[config.mk]
export PLATFORM = sky130hd
export DESIGN_NAME = bin_to_bcd_seq
export DESIGN_NICKNAME = d
export VERILOG_FILES = /design/src/rtl/bcd_pkg.sv /design/src/rtl/bcd_add3.sv /design/src/rtl/bin_to_bcd_seq.sv
export SDC_FILE = /design/constraint.sdc
export NUM_CORES = 1
export LEC_CHECK = 0
export ABC_AREA = 1
export BUFFER_PORTS_ARGS = -buffer_cell sky130_fd_sc_hd__buf_2
export CAP_MARGIN = 25
export CELL_PAD_IN_SITES_DETAIL_PLACEMENT = 0
export CELL_PAD_IN_SITES_GLOBAL_PLACEMENT = 1
export CORE_MARGIN = 10
export CORE_UTILIZATION = 45
export CTS_CLUSTER_SIZE = 24
export DETAILED_ROUTE_END_ITERATION = 7
export GPL_TIMING_DRIVEN = 0
export PLACE_DENSITY_LB_ADDON = 0.25
export SLEW_MARGIN = 20
export SYNTH_ARGS = -nofsm -noshare
export SYNTH_HDL_FRONTEND = slang
export SYNTH_SLANG_ARGS = --single-unit
[constraint.sdc]
create_clock -name clk -period 2.44 [get_ports clk]
set_input_delay 0.122 -clock clk [delete_from_list [all_inputs] [get_ports clk]]
set_output_delay 0.122 -clock clk [all_outputs]
set_load 0.02 [all_outputs]
[src/rtl/bcd_pkg.sv]
// -----------------------------------------------------------------------------
// bcd_pkg
// Shared constants and types for the sequential binary-to-BCD converter.
//   NUM_DIGITS  : number of BCD digits produced (thousands..units)
//   MAX_VAL     : default largest displayable value, larger inputs saturate
//   BLANK_CODE  : digit code the downstream 7-segment decoder renders blank
//   bcd_digit_t : one BCD digit
//   state_t     : converter control states
// -----------------------------------------------------------------------------
package bcd_pkg;

  localparam int NUM_DIGITS = 4;
  localparam int MAX_VAL    = 9999;

  typedef logic [3:0] bcd_digit_t;

  localparam bcd_digit_t BLANK_CODE = 4'hF;

  typedef enum logic [1:0] {
    IDLE  = 2'd0,
    SHIFT = 2'd1,
    DONE  = 2'd2
  } state_t;

endpackage : bcd_pkg

[src/rtl/bcd_add3.sv]
// -----------------------------------------------------------------------------
// bcd_add3
// Combinational double-dabble nibble adjust: adds 3 when the nibble is 5 or
// more, so the following left shift carries correctly into the next decade.
// Ports:
//   nibble   in  4  scratch nibble before the shift
//   adjusted out 4  nibble after the conditional +3 (wraps within 4 bits)
// -----------------------------------------------------------------------------
module bcd_add3 (
  input  logic [3:0] nibble,
  output logic [3:0] adjusted
);

  assign adjusted = (nibble >= 4'd5) ? nibble + 4'd3 : nibble;

endmodule : bcd_add3

[src/rtl/bin_to_bcd_seq.sv]
// -----------------------------------------------------------------------------
// bin_to_bcd_seq
// Sequential binary-to-BCD converter (shift-and-add-3). A start pulse in IDLE
// captures bin_in; BIN_W shift cycles later the four digits are loaded into
// output registers together with a one-cycle done pulse. Digits hold steady
// between conversions so the display never shows partial results.
//
// Parameters:
//   BIN_W    width of bin_in
//   MAX_VAL  largest displayable value; larger inputs show 9,9,9,9 + overflow
//
// Ports:
//   clk       in   1      system clock
//   rst       in   1      asynchronous, active-high reset
//   bin_in    in   BIN_W  value to convert, sampled only on an accepted start
//   start     in   1      conversion request, accepted only in IDLE
//   busy      out  1      conversion in progress (registered, trails state)
//   done      out  1      one-cycle pulse when new digits are valid
//   overflow  out  1      last accepted value exceeded MAX_VAL
//   d3..d0    out  4 each BCD digits, thousands..units, registered
//
// Optional build macro:
//   BCD_BLANK_LEADING_ZEROS_EN  leading zero digits (never d0) load as
//                               BLANK_CODE; saturation is unaffected.
// -----------------------------------------------------------------------------
module bin_to_bcd_seq #(
  parameter int BIN_W   = 14,
  parameter int MAX_VAL = 9999
) (
  input  logic             clk,
  input  logic             rst,
  input  logic [BIN_W-1:0] bin_in,
  input  logic             start,
  output logic             busy,
  output logic             done,
  output logic             overflow,
  output logic [3:0]       d3,
  output logic [3:0]       d2,
  output logic [3:0]       d1,
  output logic [3:0]       d0
);

  import bcd_pkg::*;

  localparam int SCR_W = NUM_DIGITS * 4;
  localparam int CNT_W = $clog2(BIN_W + 1);

  state_t           state_q, state_d;
  logic [BIN_W-1:0] bin_sr_q;
  logic [SCR_W-1:0] scratch_q;
  logic [SCR_W-1:0] scratch_adj;
  logic [CNT_W-1:0] cnt_q;
  logic             ovf_q;
  logic             in_over_max;
  bcd_digit_t       digit_q [NUM_DIGITS];
  bcd_digit_t       load_d  [NUM_DIGITS];

  // The top adjusted bit is shifted out; it is only ever set for inputs that
  // are saturated anyway, so its value never reaches the outputs.
  logic unused_carry;
  assign unused_carry = scratch_adj[SCR_W-1];

  assign in_over_max = ({{(32-BIN_W){1'b0}}, bin_in} > 32'(MAX_VAL));

  // Per-nibble +3 adjust; no carry crosses nibble boundaries.
  for (genvar g = 0; g < NUM_DIGITS; g++) begin : g_add3
    bcd_add3 u_add3 (
      .nibble   (scratch_q[4*g +: 4]),
      .adjusted (scratch_adj[4*g +: 4])
    );
  end

  // ---------------------------------------------------------------------------
  // Control FSM
  // ---------------------------------------------------------------------------
  // NOTE: sequential state uses non-blocking (<=) so every register samples
  // pre-edge values; combinational blocks use blocking (=).
  always_ff @(posedge clk or posedge rst) begin
    if (rst) state_q <= IDLE;
    else     state_q <= state_d;
  end

  // NOTE: every variable written here gets a default first, so no path can
  // leave it unassigned and infer a latch.
  always_comb begin
    state_d = state_q;
    case (state_q)
      IDLE:    if (start) state_d = SHIFT;
      SHIFT:   if (cnt_q == CNT_W'(1)) state_d = DONE;
      DONE:    state_d = IDLE;
      default: state_d = IDLE;
    endcase
  end

  // ---------------------------------------------------------------------------
  // Digit values loaded in DONE: saturation, then optional zero blanking
  // ---------------------------------------------------------------------------
`ifdef BCD_BLANK_LEADING_ZEROS_EN
  logic leading;
`endif

  always_comb begin
    for (int i = 0; i < NUM_DIGITS; i++) begin
      load_d[i] = ovf_q ? bcd_digit_t'(4'd9) : scratch_q[4*i +: 4];
    end
`ifdef BCD_BLANK_LEADING_ZEROS_EN
    // Blank from the top digit down until the first nonzero; d0 always shows.
    leading = 1'b1;
    for (int i = NUM_DIGITS - 1; i > 0; i--) begin
      if (leading && (load_d[i] == 4'd0)) load_d[i] = BLANK_CODE;
      else                                leading   = 1'b0;
    end
`endif
  end

  // ---------------------------------------------------------------------------
  // Datapath and output registers
  // ---------------------------------------------------------------------------
  always_ff @(posedge clk or posedge rst) begin
    if (rst) begin
      bin_sr_q  <= '0;
      scratch_q <= '0;
      cnt_q     <= '0;
      ovf_q     <= 1'b0;
      busy      <= 1'b0;
      done      <= 1'b0;
      overflow  <= 1'b0;
      for (int i = 0; i < NUM_DIGITS; i++) digit_q[i] <= '0;
    end else begin
      // busy trails the state by one cycle so it brackets the done pulse.
      busy <= (state_q != IDLE);
      done <= (state_q == DONE);
      case (state_q)
        IDLE: begin
          if (start) begin
            bin_sr_q  <= bin_in;
            scratch_q <= '0;
            cnt_q     <= CNT_W'(BIN_W);
            ovf_q     <= in_over_max;
          end
        end
        SHIFT: begin
          scratch_q <= {scratch_adj[SCR_W-2:0], bin_sr_q[BIN_W-1]};
          bin_sr_q  <= bin_sr_q << 1;
          cnt_q     <= cnt_q - CNT_W'(1);
        end
        DONE: begin
          overflow <= ovf_q;
          for (int i = 0; i < NUM_DIGITS; i++) digit_q[i] <= load_d[i];
        end
        default: ;
      endcase
    end
  end

  assign d3 = digit_q[3];
  assign d2 = digit_q[2];
  assign d1 = digit_q[1];
  assign d0 = digit_q[0];

endmodule : bin_to_bcd_seq

Word-level counts from Yosys, hierarchy flattened
Index checks and enable logic that the tools add are counted.
W data, S select, Z words.
{"block": "totals", "ff_bits": 56, "input_bits": 17}
{"block": "op_classes", "add_sub_neg": 5, "order_cmp": 5, "n_eq_ne": 5, "mux": 17, "n_reduce_logical": 6}
{"op": "$mux W4", "n": 8}
{"op": "$pmux W16 S2", "n": 1}
{"op": "$pmux W14 S2", "n": 1}
{"op": "$ge A4 B3 Y1 const B", "n": 4}
{"op": "$mux W16", "n": 1}
{"op": "$gt A14 B14 Y1 const B", "n": 1}
{"op": "$mux W14", "n": 1}
{"op": "$add A4 B2 Y4 const B", "n": 3}
{"op": "$pmux W4 S2", "n": 1}
{"op": "$reduce_and A2 Y1", "n": 3}
{"op": "$eq A4 B1 Y1 const B", "n": 1}
{"op": "$mux W2", "n": 2}
{"op": "$ne A2 B2 Y1 const B", "n": 2}
{"op": "$pmux W2 S2", "n": 1}
{"op": "$reduce_bool A2 Y1", "n": 2}
{"op": "$sub A4 B1 Y4 const B", "n": 1}
{"op": "$add A3 B2 Y3 const B", "n": 1}
{"op": "$mux W3", "n": 1}
{"op": "$eq A2 B1 Y1 const B", "n": 1}
{"op": "$eq A2 B2 Y1 const B", "n": 1}
{"op": "$logic_not A2 Y1", "n": 1}

Depth between registers and ports, before layout
{"block": "logic_depth", "word_depth": 3, "mapped_depth": 8}

By module
From an unflattened synthesis, not the netlist that was laid out.
{"block": "hier_totals", "cells_unflattened": 342, "area_unflattened_um2": 2917.8}
{"module": "bin_to_bcd_seq", "n_inst": 1, "cells_per_inst": 250, "area_each_um2": 2377.3, "seq_area_each_um2": 1401.3}
{"module": "bcd_add3", "n_inst": 4, "cells_per_inst": 23, "area_each_um2": 135.1, "seq_area_each_um2": 0.0}

Worst setup path before layout
OpenSTA, ideal clock, no wires.
{"block": "synth_timing", "path_type": "reg-to-reg", "from": "reg scratch_q[8]", "to": "reg scratch_q[10]", "t_arrival_ns": 1.051, "required_ns": 2.323, "slack_ns": 1.272, "path_stages_with_launch": 9, "synth_period_minus_slack_ns": 1.168, "cell_sequence": "dfrtp_1 -> inv_1 -> ha_1 -> inv_1 -> nand2_1 -> nand3_1 -> nand2_1 -> nand3_1 -> nand2_1"}
{"block": "synth_via", "elab_chain_cells": 3, "elab_cells_between_ends": 4, "cone_classes": "add/sub (1); order compare (1); mux (2)"}
{"element": "start: declaration", "line_no": "bin_to_bcd_seq.sv:50", "rtl": "logic [SCR_W-1:0] scratch_q;"}
{"element": "start signal: assignment", "line_no": "bin_to_bcd_seq.sv:143", "rtl": "scratch_q <= {scratch_adj[SCR_W-2:0], bin_sr_q[BIN_W-1]};"}
{"element": "$add A4 B2 Y4 / $ge A4 B3 Y1 (equally long branches)", "line_no": "bcd_add3.sv:14", "rtl": "assign adjusted = (nibble >= 4'd5) ? nibble + 4'd3 : nibble;"}
{"element": "$mux W4 *", "line_no": "bcd_add3.sv:14"}
{"element": "$pmux W16 S2 *", "line_no": "bin_to_bcd_seq.sv:133", "rtl": "case (state_q)"}
Mark *: on every way between the ends. The rest lies on a longest branch, timed or not.
A chain may end at the register's enable or synchronous reset.

Worst setup path after layout
Ends and elaborated chain as after synthesis.

==> reports/qor.yml <==
layout.cells.most_common: "sky130_fd_sc_hd__nand2_1"
worstSetupEndpointType: "flop"
first_iter_violations: 60
setup-tns-final_ns: 0
numClockSinks: 56
critical_path.top_delay_family: "simple AND/OR/NAND/NOR gates"
r2r-end: "scratch_q[10]$_DFFE_PP0P_"
design.core.area_um2: 6277
power.internal_mw: 2.490
r2r.worst_path.cells: 8
number_of_synthesized_flops_with_an_enable_pin: 0
leakagePower_nw: 1.736
num_antenna_cells: 0
design.die.area_um2: 9976
cp_data_required_time_ns: 2.66
hold_path_depth: 3
most-common-layout-cells: "sky130_fd_sc_hd__nand2_1 (88), sky130_fd_sc_hd__dfrtp_1 (56), sky130_fd_sc_hd__inv_1 (45)"
i_o_pin_count: 36
placedCellCount: 446
die_w_um: 99.88
critical-path-max-stage-delay_ns: 0.42
grt_start_max_net_pins: 57
routed_via_count: 2238
route.detailed.vias_per_inst: 4.919
crit_chain: "inv_1 -> ha_1 -> inv_1 -> nand2_1 -> nand3_1 -> nand2_1 -> nand3_1 -> nand2_1"
tritoncts: "yes"
power-per-cell-area_nw_per_um2: 1364
yosysWarnings: 0
io_buffers: 35
die_height_um: 99.88
netlist_area_um2: 2872
postSynth.topFlopCell: "sky130_fd_sc_hd__dfrtp_1"
vdd_ir_drop_max_mv: 0.5382
design_power_total_mw: 4.456
avgSynthCellArea_um2: 8.597
grt-ovfl-total: 0
pwr-share-comb_pct: 51.0
antenna_violations_before_repair: 0
gp_congestion: 0.8130
report.final.setup_viol: 0
final_critical_path_required_period_ns: 1.349
cts_setup_buffers: 0
layout.filler_cells: 616
worst-path-buf-inv: 2
grt_pass1_vias: 2244
achievable-frequency_mhz: 741.2
post_layout_nonfiller_instances: 455
area_growth_syn_to_fin_pct: 13.77
power.net_switching_mw: 1.967
crit_slowest_cell: "sky130_fd_sc_hd__dfrtp_1"
power.clock.fraction_pct: 13.7
net_count_final: 404
worst_hold_startpoint: "bin_in[0]"
drive_gt1_share_pct: 24.34
net_count_after_synthesis: 361
clock-root-buffer: "sky130_fd_sc_hd__clkbuf_8"
cts_made_buffers: 5
grt_pass1_wl_um: 10630
async_flop_share_pct: 100.0
routed_wire_length_per_instance_um: 13.33
clockBufferDepth: 2
rsz0062_at_grt: "no"
h-tree-depth: 2
syn-instance-count: 334
worst_skew_pair.late_latency_ns: 0.31
timing.max_cap.violations: 0
yosysSeqAreaShare_pct: 48.80
ant_nets: 0
regToRegSetupSlack_ns: 1.09
drcViolationCount: 0
timing.final.crit_share_pct: 55.29
drtPass1Iterations: 5
fin_worst_skew_ns: 0.007846
num_rows: 29
pwr-share-seq_pct: 35.3
run_status: "complete, no violations"
regToRegStartpoint: "scratch_q[8]$_DFFE_PP0P_"
clock_transition_time_at_the_flip_flop_clock_pins_of_the_worst_setup_and_hold_paths_ns: 0.10
wp_data_arrival_ns: 1.57
post_synth_num_cell_types: 24
timing.critical_path.from_type: "flop"
drt-total-wl_um: 6066
postSynthRegisterBits: 56
maximum_fanout_encountered_on_the_critical_timing_path: 5
place.detailed.hpwl_um: 4355
max-slew-margin-rel_pct: 54.30
initial_core_util_pct: 45.74
whs_endpoint: "bin_sr_q[0]$_DFFE_PP0P_"
timing_worst_setup_path_type: "flop to flop"
p_sw_share_pct: 44.13
timing.hold.worst.class: "primary input to flop"
path_common_cell: "sky130_fd_sc_hd__nand2_1"
hold_viol_final: 0
grt_usage_pct: 12.87
tightest_slew_ns: 0.6856
post_cts_sizing: 0
max_slew_violation_count: 0
registers in the layout (all words and copies together), names as in the netlist:
signal,count
scratch_q,16
bin_sr_q,14
cnt_q,4
d0,4
d1,4
d2,4
d3,4
state_q,2
busy,1
done,1
overflow,1
ovf_q,1
per-layer routing:
metal	part of all wire (%)	GRT usage [%]	up-vias
met5	0	0	-
met4	0.97	3.308	0
met3	3.5	3.365	5
met2	47	21.30	21
met1	48	16.24	1054
li1	-	-	1158
layout make-up:
cell class / instances / area, µm² / area share [%]
Buffer: 8 / 83.83 / 2.566
Clock buffer: 5 / 68.82 / 2.106
Clock inverter: 3 / 42.54 / 1.302
Inverter: 51 / 196.4 / 6.013
Multi-Input combinational cell: 219 / 1192 / 36.50
Sequential cell: 56 / 1401 / 42.90
Tap cell: 77 / 96.34 / 2.949
Timing Repair Buffer: 36 / 185.2 / 5.668
tightest hold or removal path, cell delays in order:
cell                      delay, ns
sky130_fd_sc_hd__buf_2         0.08
sky130_fd_sc_hd__nand3_1       0.07
sky130_fd_sc_hd__o21ai_2       0.06
synthesized netlist by cell type (2+ instances only):
master                     n  share of area (%)
sky130_fd_sc_hd__buf_6     5                2.0
sky130_fd_sc_hd__o21ai_0  10                1.7
sky130_fd_sc_hd__inv_2     4               0.52
sky130_fd_sc_hd__dfrtp_1  56                 49
sky130_fd_sc_hd__nand2_4   2               0.78
sky130_fd_sc_hd__inv_1    46                6.0
sky130_fd_sc_hd__nand2_1  88                 12
sky130_fd_sc_hd__nand3_1  27                4.7
sky130_fd_sc_hd__nor2_1   17                2.2
sky130_fd_sc_hd__ha_1     10                4.4
sky130_fd_sc_hd__o21ai_1  15                2.6
sky130_fd_sc_hd__o21ai_2  23                7.0
sky130_fd_sc_hd__nand2_2   6                1.3
sky130_fd_sc_hd__a21oi_1   8                1.4
sky130_fd_sc_hd__nand4_1   8                1.7
repair_timing:
action | CTS | global route
setup endpoints to repair | 0 | 0
endpoints found under the hold margin | 56 | 0
hold buffers | 1 | 0
power groups by stage:
stage	Combinational (mW)	Clock (mW)	Sequential, mW
floorplan	1.68	0	1.68
detailed placement	2.31	0	1.59
finish	2.27	0.611	1.58
global route	2.63	0.667	1.63
global placement	2.27	0	1.58
CTS	2.31	0.635	1.58
cells by family after synthesis:
logic type / synth area share, %
and+or+nand+nor: 23.14
AOI/OAI and AO/OA: 14.03
buffers and inverters: 9.673
DFF: 48.80
adders and majority gates: 4.357
stage by stage:
| stage | utilization, % | setup WS (ns) | area (µm²) | hold slack, ns |
|---|---|---|---|---|
| CTS | 52.04 | 1.107 | 3267 | 0.04290 |
| detailed placement | 50.11 | 1.121 | 3146 | 0.2915 |
| finish | 52.04 | 1.091 | 3267 | 0.04977 |
| global route | 52.04 | 0.9703 | 3267 | 0.07885 |
| global placement | 50.07 | 0.1786 | 3143 | 0.3687 |
| floorplan | - | 0.9467 | 2872 | 0.2781 |
worst max-delay path by stage:
stage | startpoint | to | slack [ns] | cells after the start
floorplan | rst | bin_sr_q[0]$_DFFE_PP0P_ | 0.95 | 1
global placement | rst | d1[0]$_DFFE_PP0P_ | 0.18 | 2
detailed placement | scratch_q[8]$_DFFE_PP0P_ | scratch_q[10]$_DFFE_PP0P_ | 1.12 | 8
CTS | scratch_q[8]$_DFFE_PP0P_ | scratch_q[10]$_DFFE_PP0P_ | 1.11 | 8
global route | scratch_q[0]$_DFFE_PP0P_ | scratch_q[2]$_DFFE_PP0P_ | 0.97 | 8
finish | scratch_q[8]$_DFFE_PP0P_ | scratch_q[10]$_DFFE_PP0P_ | 1.09 | 8
Note: power is estimated with default switching activity, not from simulation.
